===== src/rtl/traffic_pkg.sv =====
// traffic_pkg: lamp codes and phase state encoding shared by the intersection scheduler
package traffic_pkg;
    localparam logic [1:0] RED = 2'b00, GREEN = 2'b01, YELLOW = 2'b10;
    typedef enum logic [2:0] {
        NS_G = 3'd0,
        NS_Y = 3'd1,
        AR1  = 3'd2,
        EW_G = 3'd3,
        EW_Y = 3'd4,
        WALK = 3'd5,
        AR2  = 3'd6
    } phase_t;
endpackage


===== src/rtl/phase_timer.sv =====
// phase_timer: saturating phase counter with sync clear and duration-expired compare
module phase_timer #(
    parameter int CNT_W = 8
) (
    input  logic             clk,
    input  logic             reset,
    input  logic             clr,
    input  logic [CNT_W-1:0] dur,
    output logic [CNT_W-1:0] count,
    output logic             expired
);
    assign expired = count >= dur - 1'b1;
    always_ff @(posedge clk or posedge reset)
        if (reset) count <= '0;
        else if (clr) count <= '0;
        else if (count != '1) count <= count + 1'b1;
endmodule


===== src/rtl/intersection_scheduler.sv =====
// intersection_scheduler: timed N/S, E/W and pedestrian phase sequencer with registered lamp decode
module intersection_scheduler
    import traffic_pkg::*;
#(
    parameter int GREEN_MIN = 20,
    parameter int GREEN_MAX = 60,
    parameter int YELLOW_T  = 5,
    parameter int ALLRED_T  = 2,
    parameter int WALK_T    = 15,
    parameter int CNT_W     = 8
) (
    input  logic       clk,
    input  logic       reset,
    input  logic       car_ew,
    input  logic       ped_req,
    output logic [1:0] ns_light,
    output logic [1:0] ew_light,
    output logic       walk,
    output logic       ped_pending,
    output logic [2:0] phase
);
    phase_t state, nxt;
    logic [CNT_W-1:0] count, dur;
    logic expired, clr;
    // E/W green stretches to the max cap only while a car is still waiting
    always_comb
        dur = (state == NS_G) ? CNT_W'(GREEN_MIN) :
              (state == EW_G) ? (car_ew ? CNT_W'(GREEN_MAX) : CNT_W'(GREEN_MIN)) :
              (state == NS_Y || state == EW_Y) ? CNT_W'(YELLOW_T) :
              (state == WALK) ? CNT_W'(WALK_T) : CNT_W'(ALLRED_T);
    always_comb begin
        nxt = AR2;
        case (state)
            NS_G:    nxt = (expired && (car_ew || ped_pending)) ? NS_Y : NS_G;
            NS_Y:    nxt = expired ? AR1 : NS_Y;
            AR1:     nxt = expired ? (ped_pending ? WALK : EW_G) : AR1;
            EW_G:    nxt = expired ? EW_Y : EW_G;
            EW_Y:    nxt = expired ? AR2 : EW_Y;
            WALK:    nxt = expired ? AR2 : WALK;
            AR2:     nxt = expired ? NS_G : AR2;
            default: nxt = AR2;
        endcase
    end
    assign clr = nxt != state;
    assign phase = state;
    phase_timer #(.CNT_W(CNT_W)) u_timer (
        .clk(clk), .reset(reset), .clr(clr), .dur(dur), .count(count), .expired(expired)
    );
    // lamps decode the next state so they switch together with the state register
    always_ff @(posedge clk or posedge reset) begin
        if (reset) begin
            state       <= AR2;
            ns_light    <= RED;
            ew_light    <= RED;
            walk        <= 1'b0;
            ped_pending <= 1'b0;
        end else begin
            state       <= nxt;
            ns_light    <= (nxt == NS_G) ? GREEN : (nxt == NS_Y) ? YELLOW : RED;
            ew_light    <= (nxt == EW_G) ? GREEN : (nxt == EW_Y) ? YELLOW : RED;
            walk        <= nxt == WALK;
            ped_pending <= (state == AR1 && expired && ped_pending) ? 1'b0 :
                           (ped_req && state != WALK) ? 1'b1 : ped_pending;
        end
    end
endmodule

===== config.mk =====
export PLATFORM = sky130hd
export DESIGN_NAME = intersection_scheduler
export DESIGN_NICKNAME = d
export VERILOG_FILES = /design/src/rtl/traffic_pkg.sv /design/src/rtl/phase_timer.sv /design/src/rtl/intersection_scheduler.sv
export SDC_FILE = /design/constraint.sdc
export NUM_CORES = 1
export LEC_CHECK = 0
export ABC_CLOCK_PERIOD_IN_PS = 5100
export CORE_UTILIZATION = 30
export CTS_CLUSTER_DIAMETER = 30
export DETAILED_ROUTE_END_ITERATION = 16
export PLACE_DENSITY = 0.46
export SYNTH_ARGS = -nofsm -noshare
export SYNTH_HDL_FRONTEND = slang
export SYNTH_HIERARCHICAL = 1
export SYNTH_SLANG_ARGS = --single-unit

===== constraint.sdc =====
create_clock -name clk -period 5.1 [get_ports clk]
set_clock_uncertainty 0.15 [all_clocks]
set_input_delay 0.765 -clock clk [delete_from_list [all_inputs] [get_ports clk]]
set_output_delay 0.765 -clock clk [all_outputs]
set_load 0.02 [all_outputs]

# == Word level (Yosys, flattened, before mapping) ==
# Cells that the tools add are included.
# classes
add_sub_neg,2
magnitude_cmp,1
n_eq_ne,13
muxes,22
reduce_logical,10
# op_table
cell,n
$pmux 3 s7,1
$mux 6,3
$mux 8,2
$eq 3x3->1 const B,5
$mux 2,7
$mux 3,4
$eq 3x2->1 const B,3
$add 8x1->8 const B,1
$ge 8x8->1,1
$mux 4,2
$ne 8x8->1 const B,1
$sub 6x1->7 const B,1
$eq 3x1->1 const B,2
$logic_not 3->1,2
$logic_and 1x1->1,4
$reduce_bool 2->1,2
$mux 1,3
$ne 3x3->1,1
$ne 3x3->1 const B,1
$logic_or 1x1->1,2
# totals
register_bits,17
wordCells,54

# == Logic depth before layout (Yosys ltp) ==
# Gate-level depths: netlist of the first run.
# logic_depth
depth_word,13
ltp_mapped,18
mapped_depth_nobuf,15

# == Modules after synthesis ==
# Netlist of the first run, hierarchy kept.
# by_module_without_submodules
mod,instances,cells_per_inst,area_per_inst_um2,seq_area_each_um2
phase_timer,1,79,704.4,200.2
intersection_scheduler,1,60,530.5,227.7

# == Least setup slack after synthesis of the first run ==
# No wires, ideal clock.
# synth_path
path_kind,register -> register
startpoint,"register state[1], in the netlist phase[1]"
endpoint,register u_timer.count[7]
setup_time_ps,140
t_arrival_ps,3428
setup_slack_ps,1383
path_stages_with_launch,17
n_path_buf,4
synth_period_minus_slack_ps,3717
path_cell_list,dfstp_2 -> buf_2 -> buf_2 -> o21ai_1 -> or4_4 -> nor4_4 -> xnor2_1 -> ha_1 -> nand4_1 -> o31ai_1 -> buf_2 -> a31oi_1 -> a21oi_1 -> buf_1 -> inv_1 -> o311ai_0 -> o41ai_1
# synth_between
elab_chain_cells,12
# synth_lines
element,line,text
"start, declared",intersection_scheduler.sv:22,"phase_t state, nxt;"
"start signal, assigned",intersection_scheduler.sv:58,state <= nxt;
"$eq 3x3->1, or another cell as far along",intersection_scheduler.sv:30,(state == WALK) ? CNT_W'(WALK_T) : CNT_W'(ALLRED_T);
$mux 4 / $logic_or 1x1->1 (equally long branches),"intersection_scheduler.sv:30, intersection_scheduler.sv:29",
$mux 4,intersection_scheduler.sv:29,(state == NS_Y || state == EW_Y) ? CNT_W'(YELLOW_T) :
$mux 6,intersection_scheduler.sv:28,(state == EW_G) ? (car_ew ? CNT_W'(GREEN_MAX) : CNT_W'(GREEN_MIN)) :
$mux 6 (*),intersection_scheduler.sv:27,dur = (state == NS_G) ? CNT_W'(GREEN_MIN) :
net dur[2],intersection_scheduler.sv:23,"logic [CNT_W-1:0] count, dur;"
$sub 6x1->7 (*),phase_timer.sv:12,assign expired = count >= dur - 1'b1;
$ge 8x8->1 (*),phase_timer.sv:12,
net expired,intersection_scheduler.sv:24,"logic expired, clr;"
$logic_and 1x1->1,intersection_scheduler.sv:34,NS_G: nxt = (expired && (car_ew || ped_pending)) ? NS_Y : NS_G;
$mux 1,intersection_scheduler.sv:34,
$pmux 3 s7 (*),intersection_scheduler.sv:33,case (state)
$ne 3x3->1 (*),intersection_scheduler.sv:44,assign clr = nxt != state;
net clr,intersection_scheduler.sv:24,
$mux 8 / $reduce_bool 2->1 (equally long branches),n/a,
"end signal, assigned",phase_timer.sv:16,else if (count != '1) count <= count + 1'b1;
"end, declared",phase_timer.sv:9,"output logic [CNT_W-1:0] count,"
# Mark *: on every way through the listed nets, which the timed path passes. The rest lies on a longest branch.
# A chain may end at the register's enable or synchronous reset.

# == Worst setup path after layout of the first run ==
# layout_path
startpoint,input car_ew
endpoint,register u_timer.count[7]
# layout_between
elab_chain_cells,10
# layout_lines
element,line,text
"start, declared",intersection_scheduler.sv:14,"input logic car_ew,"
$mux 6 (*) (2 in series),intersection_scheduler.sv:28,
$mux 6 (*),intersection_scheduler.sv:27,
net dur[3],intersection_scheduler.sv:23,
$sub 6x1->7 (*),phase_timer.sv:12,
$ge 8x8->1 (*),phase_timer.sv:12,
net expired,intersection_scheduler.sv:24,
$logic_and 1x1->1,intersection_scheduler.sv:34,
$mux 1,intersection_scheduler.sv:34,
$pmux 3 s7 (*),intersection_scheduler.sv:33,
$ne 3x3->1 (*),intersection_scheduler.sv:44,
net clr,intersection_scheduler.sv:24,
$mux 8 / $reduce_bool 2->1 (equally long branches),n/a,
# Marked as above.

==> qor.yml, run 1 <==
wl_per_cell_um: 13.3
yosys_register_bits: 17
cts_tree: "done"
cts_sinks: 17
cp.arrival_ps: 4210
numCtsBuffers: 3
p_sw_share_pct: 47.2
synth_area_leaders: "dfrtp_1, ha_1, dfstp_2"
core_um2: 3800
drc: 0
yosysMostFrequentCell: "dfrtp_1"
vias: 1048
dp_slack_ps: 631
synth_edf_count: 0
required_ps: 5060
synth_area_um2: 1230
ant_nets: 0
status: "finished clean"
diodes: 0
via_per_inst: 5.27
ys_types: 40
seq_power_share_pct: 29.7
die_area_um2: 4380
clkTransAtPathRegs_ps: 70
cts_resized: 0
antenna_found_initial: 0
cp-start-kind: "primary input"
seq_area_frac_synth_pct: 34.7
maxCapViolations: 0
maxSlewHeadroom_pct: 50.0
drtIter0Drc: 44
drive_gt1_share_pct: 8.61
synth_area_leader_cell: "dfrtp_1"
gp_congestion: 0.823
syn_area_per_cell_um2: 8.88
criticalPathCategory: "in2reg"
period_minus_slack_ps: 4250
wl_mm: 2.64
switchingPower_mw: 0.454
synth_top_area_share_pct: 30.4
post_cts_buffers: 0
htreeDepth: 1
setup-tns-final_ps: 0
rows: 22
initial_utilization_pct: 32.5
hold_path_class: "reg2reg"
root_buffer: "clkbuf_8"
io_buffers: 12
ir_drop_mv: 0.364
worstSkewPairLatency_ps: 250
worst_pin_slew_ps: 751
boundaryPins: 13
drt_pass1_iterations: 4
grt_pass1_vias: 991
grt_start_max_net_pins: 18
p_per_area_nw_per_um2: 669
clock_path_buffers: 2
finalWorstSetupSlack_ps: 854
synthArstFlopShare_pct: 100
grt-ovfl-total: 0
hpwlAfterDp_mm: 1.94
finalCritPeriodShare_pct: 83.3
combPwrFrac_pct: 59.4
timing.final.hold_violations: 0
cp-end-kind: "flop"
critPathMaxFanout: 13
area_growth_syn_to_layout_pct: 16.3
holdBufCountCts: 0
clkPwrFrac_pct: 10.9
reg2reg_slack_ps: 970
max_freq_mhz: 235
synthCells: 139
slew_violations: 0
die_y_um: 66.2
setup_viol: 0
synthFlopType: "dfrtp_1"
cellInternalPower_mw: 0.507
leakage_nw: 0.587
synthTopCellsByCount: "dfrtp_1, a21oi_1, ha_1, nor2_1, inv_1"
grtUsageTotal_pct: 13.8
nets: 166
die_w_um: 66.2
rsz0062_at_grt: "no"
yosysWarnings: 6
grt_pass1_wl_mm: 4.64
-- cells in the final DEF, fill, tap and decap left out, types with 4 or more instances in the layout --
cell type and count:
dfrtp_1 15, clkdlybuf4s50_1 12, o21ai_0 5, a31oi_1 6, xnor2_1 4, ha_1 10
a21oi_1 10, inv_1 9, nor2_1 10, nor3_1 8, nand2_1 7, nand3_1 7
-- kinds of logic after synthesis --
| family | after synthesis | synth area share, % |
|---|---|---|
| and+or+nand+nor | 48 | 22.1 |
| AOI/OAI and AO/OA | 38 | 20.3 |
| DFF | 17 | 34.7 |
| buffers and inverters | 16 | 5.88 |
| adders and majority gates | 10 | 10.1 |
| xor gates and xnor gates | 7 | 4.96 |
| muxes | 2 | 1.72 |
| other | 1 | 0.304 |
-- per-stage QoR --
step / power, mW / instance area, um^2 / utilization (%) / hold slack, ps / instances
floorplan: 0.706 / 1240 / - / 361 / 141
global placement: 0.845 / 1390 / 36.6 / 414 / 195
detailed placement: 0.852 / 1390 / 36.6 / 409 / 195
CTS: 0.961 / 1440 / 37.8 / 424 / 199
global route: 1.06 / 1440 / 37.8 / 483 / 199
finish: 0.960 / 1440 / 37.8 / 431 / 199
-- power by group through the flow --
stage / combinational (mW) / clock [mW] / sequential [mW]
after global placement: 0.563 / 0 / 0.282
after global routing: 0.652 / 0.114 / 0.297
after floorplan: 0.434 / 0 / 0.272
after CTS: 0.572 / 0.107 / 0.283
after detailed placement: 0.567 / 0 / 0.285
final: 0.570 / 0.105 / 0.285
-- worst paths after layout --
| kind | start | to | cells after the start |
|---|---|---|---|
| worst max register to register | phase[0] | u_timer/count[7] | 13 |
| max in group asynchronous | reset | phase[2] | 2 |
| worst min register to register | u_timer/count[7] | u_timer/count[7] | 1 |
| worst min-delay path | u_timer/count[7] | u_timer/count[7] | 1 |
| worst max-delay path | car_ew | u_timer/count[7] | 15 |
| min in group asynchronous | reset | u_timer/count[3] | 2 |
-- cell type report --
class | count | area (um^2)
Sequential cell | 17 | 428
Tap cell | 48 | 60.1
Fill cell | 391 | 2360
Timing Repair Buffer | 13 | 128
Inverter | 9 | 33.8
Multi-Input combinational cell | 108 | 742
Clock buffer | 4 | 45.0
-- critical path, cell delays in order --
cell             delay [ps]
clkdlybuf4s50_1         490
nand2_1                 100
a21oi_1                 100
or4_4                   550
nor4_4                  150
xnor2_1                 110
ha_1                    300
nand4_1                  90
o31ai_1                 260
buf_4                   230
a31oi_1                  50
a21oi_1                 600
inv_1                   120
o311ai_0                140
o41ai_1                 140
-- sequential cells by signal, indices dropped and copies added, names as in the netlist --
| name | cells |
|---|---|
| u_timer/count | 8 |
| phase | 3 |
| ew_light | 2 |
| ns_light | 2 |
| ped_pending | 1 |
| walk | 1 |
-- per-layer routing --
| metal | share of wire, % | GRT usage, % |
|---|---|---|
| met1 | 54 | 20.9 |
| met2 | 39 | 19.3 |
| met3 | 4.4 | 2.07 |
| met4 | 1.9 | 5.59 |
| met5 | 0 | 0 |
Note: power is estimated with default switching activity, not from simulation.
==> run 2, diff against run 1 <==
--- a/config.mk
+++ b/config.mk
@@ -5,7 +5,7 @@
 export SDC_FILE = /design/constraint.sdc
 export NUM_CORES = 1
 export LEC_CHECK = 0
-export ABC_CLOCK_PERIOD_IN_PS = 5100
+export ABC_CLOCK_PERIOD_IN_PS = 4300
 export CORE_UTILIZATION = 30
 export CTS_CLUSTER_DIAMETER = 30
 export DETAILED_ROUTE_END_ITERATION = 16
==> constraint.sdc (replaced) <==
create_clock -name clk -period 4.3 [get_ports clk]
set_clock_uncertainty 0.15 [all_clocks]
set_input_delay 0.645 -clock clk [delete_from_list [all_inputs] [get_ports clk]]
set_output_delay 0.645 -clock clk [all_outputs]
set_load 0.02 [all_outputs]
==> qor.yml, run 2 (synthesis gave the netlist of run 1 again) <==
r2r-end: "u_timer/count[7]"
wl_mm: 2.58  # -2.4%
leakage_nw: 0.592  # +0.90%
critPathLaunch: "phase[0]"
p_per_area_nw_per_um2: 790  # +18%
timing.final.hold_violations: 0  # unchanged
nets: 167  # +0.60%
drtIter0Drc: 42  # -4.5%
criticalPathCategory: "reg2reg"
critPathMaxFanout: 17  # +4
clkTransAtPathRegs_ps: 70  # about the same
post_cts_buffers: 0  # unchanged
largest_register_ffs: 8  # unchanged
slew_violations: 0  # unchanged
maxCapViolations: 0  # unchanged
status: "finished clean"
grt_pass1_wl_mm: 4.26  # -8.0%
setup_viol: 0  # unchanged
cts_resized: 0  # unchanged
worstSkewPairLatency_ps: 250  # about the same
hold_path_class: "reg2reg"
reg2regPathDepth: 12  # -1
ant_nets: 0  # unchanged
gp_congestion: 0.796  # -3.4%
grt_pass1_vias: 917  # -7.5%
wl_per_cell_um: 12.9  # -2.9%
setup-tns-final_ps: 0  # unchanged
hpwlAfterDp_mm: 1.98  # +2.0%
rsz0062_at_grt: "no"
htreeDepth: 1  # unchanged
most-common-layout-cells: "dfrtp_1, clkdlybuf4s50_1, a21oi_1, nor2_1, ha_1"
crit_end: "u_timer/count[7]"
max_freq_mhz: 275
vias: 1033  # -1.4%
maxSlewHeadroom_pct: 64.8  # +15 points
clock_path_buffers: 2  # unchanged
holdBufCountCts: 0  # unchanged
cts_sinks: 17  # unchanged
boundaryPins: 13  # unchanged
grt-ovfl-total: 0  # unchanged
antenna_found_initial: 0  # unchanged
reg2reg_slack_ps: 660  # -310 ps
diodes: 0  # unchanged
cts_tree: "done"
finalCritPeriodShare_pct: 84.7
io_buffers: 12  # unchanged
period_minus_slack_ps: 3640
grt_start_max_net_pins: 18  # unchanged
drive_gt1_share_pct: 9.21  # +0.60 points
drt_pass1_iterations: 4  # unchanged
cp-start-kind: "flop"
die_w_um: 66.2  # unchanged
die_y_um: 66.2  # unchanged
rows: 22  # unchanged
cp.arrival_ps: 3640  # -570 ps
numCtsBuffers: 3  # unchanged
die_area_um2: 4380  # unchanged
final_common_cell: "dfrtp_1"
via_per_inst: 5.17  # -1.9%
area_growth_syn_to_layout_pct: 16.9
cp-end-kind: "flop"
total_power_mw: 1.14  # +19%
r2r_start: "phase[0]"
initial_utilization_pct: 32.5  # unchanged
worst_pin_slew_ps: 528  # -223 ps
drc: 0  # unchanged
core_um2: 3800  # unchanged
required_ps: 4300  # -760 ps
grtUsageTotal_pct: 13.1  # -0.76 points
num-fill-cells: 415  # +6.1%
root_buffer: "clkbuf_8"
ir_drop_mv: 0.304  # -17%
top_register: "u_timer/count"
==> run 2: cell types whose count changed in the layout (fill, tap and decap cells not counted) <==
cell,previous run,this run
buf_4,1,2
==> run 2: power by group <==
group,internal (mW),leakage (nW),switching [mW]
combinational,0.318,0.356,0.366
clock,0.0658,0.0228,0.0553
sequential,0.229,0.214,0.106
total,0.613,0.592,0.528
==> run 2: per-stage QoR <==
stage	instance area (um^2)	hold slack (ps)	utilization, %	worst slack [ps]	instances
after global routing	1440	471	38.0	400	200
final	1440	427	38.0	659	200
after detailed placement	1400	419	36.8	415	196
after global placement	1400	422	36.8	501	196
after CTS	1440	436	38.0	633	200
after floorplan	1240	311	-	583	141
==> run 2: how the worst min path moves through the flow <==
| stage | startpoint | end | cells after the start |
|---|---|---|---|
| after global placement | u_timer/count[7] | u_timer/count[7] | 1 |
| after detailed placement | u_timer/count[7] | u_timer/count[7] | 1 |
| after global routing | u_timer/count[7] | u_timer/count[7] | 1 |
| after floorplan | reset | u_timer/count[0] | 1 |
| after CTS | u_timer/count[7] | u_timer/count[7] | 1 |
| final | u_timer/count[7] | u_timer/count[7] | 1 |
==> run 2: layout make-up <==
class	instances	area, um^2	share of cell area [%]
clock buffer	4	45.0	3.12
inverter	9	33.8	2.34
multi-input combinational	108	742	51.4
sequential	17	428	29.6
tap	48	60.1	4.16
timing repair buffer	14	135	9.36
==> run 2: routing by layer <==
| layer | wire length [um] | vias up | GRT usage (%) | part of all wire (%) |
|---|---|---|---|---|
| li1 | - | 535 | - | - |
| met1 | 1420 | 486 | 19.8 | 55 |
| met2 | 1090 | 10 | 18.4 | 42 |
| met3 | 46 | 2 | 2.07 | 1.8 |
| met4 | 21 | 0 | 4.79 | 0.82 |
| met5 | 0 | - | 0 | 0 |
==> run 2: critical path: stages, from the launching register on <==
cell,delay [ps]
dfrtp_1,680
mux2_2,420
or4_4,560
nor2_1,130
xnor2_1,130
ha_1,260
a211o_1,260
a21oi_1,140
o31ai_1,100
a31oi_1,150
a21oi_1,60
buf_4,170
o41ai_1,320
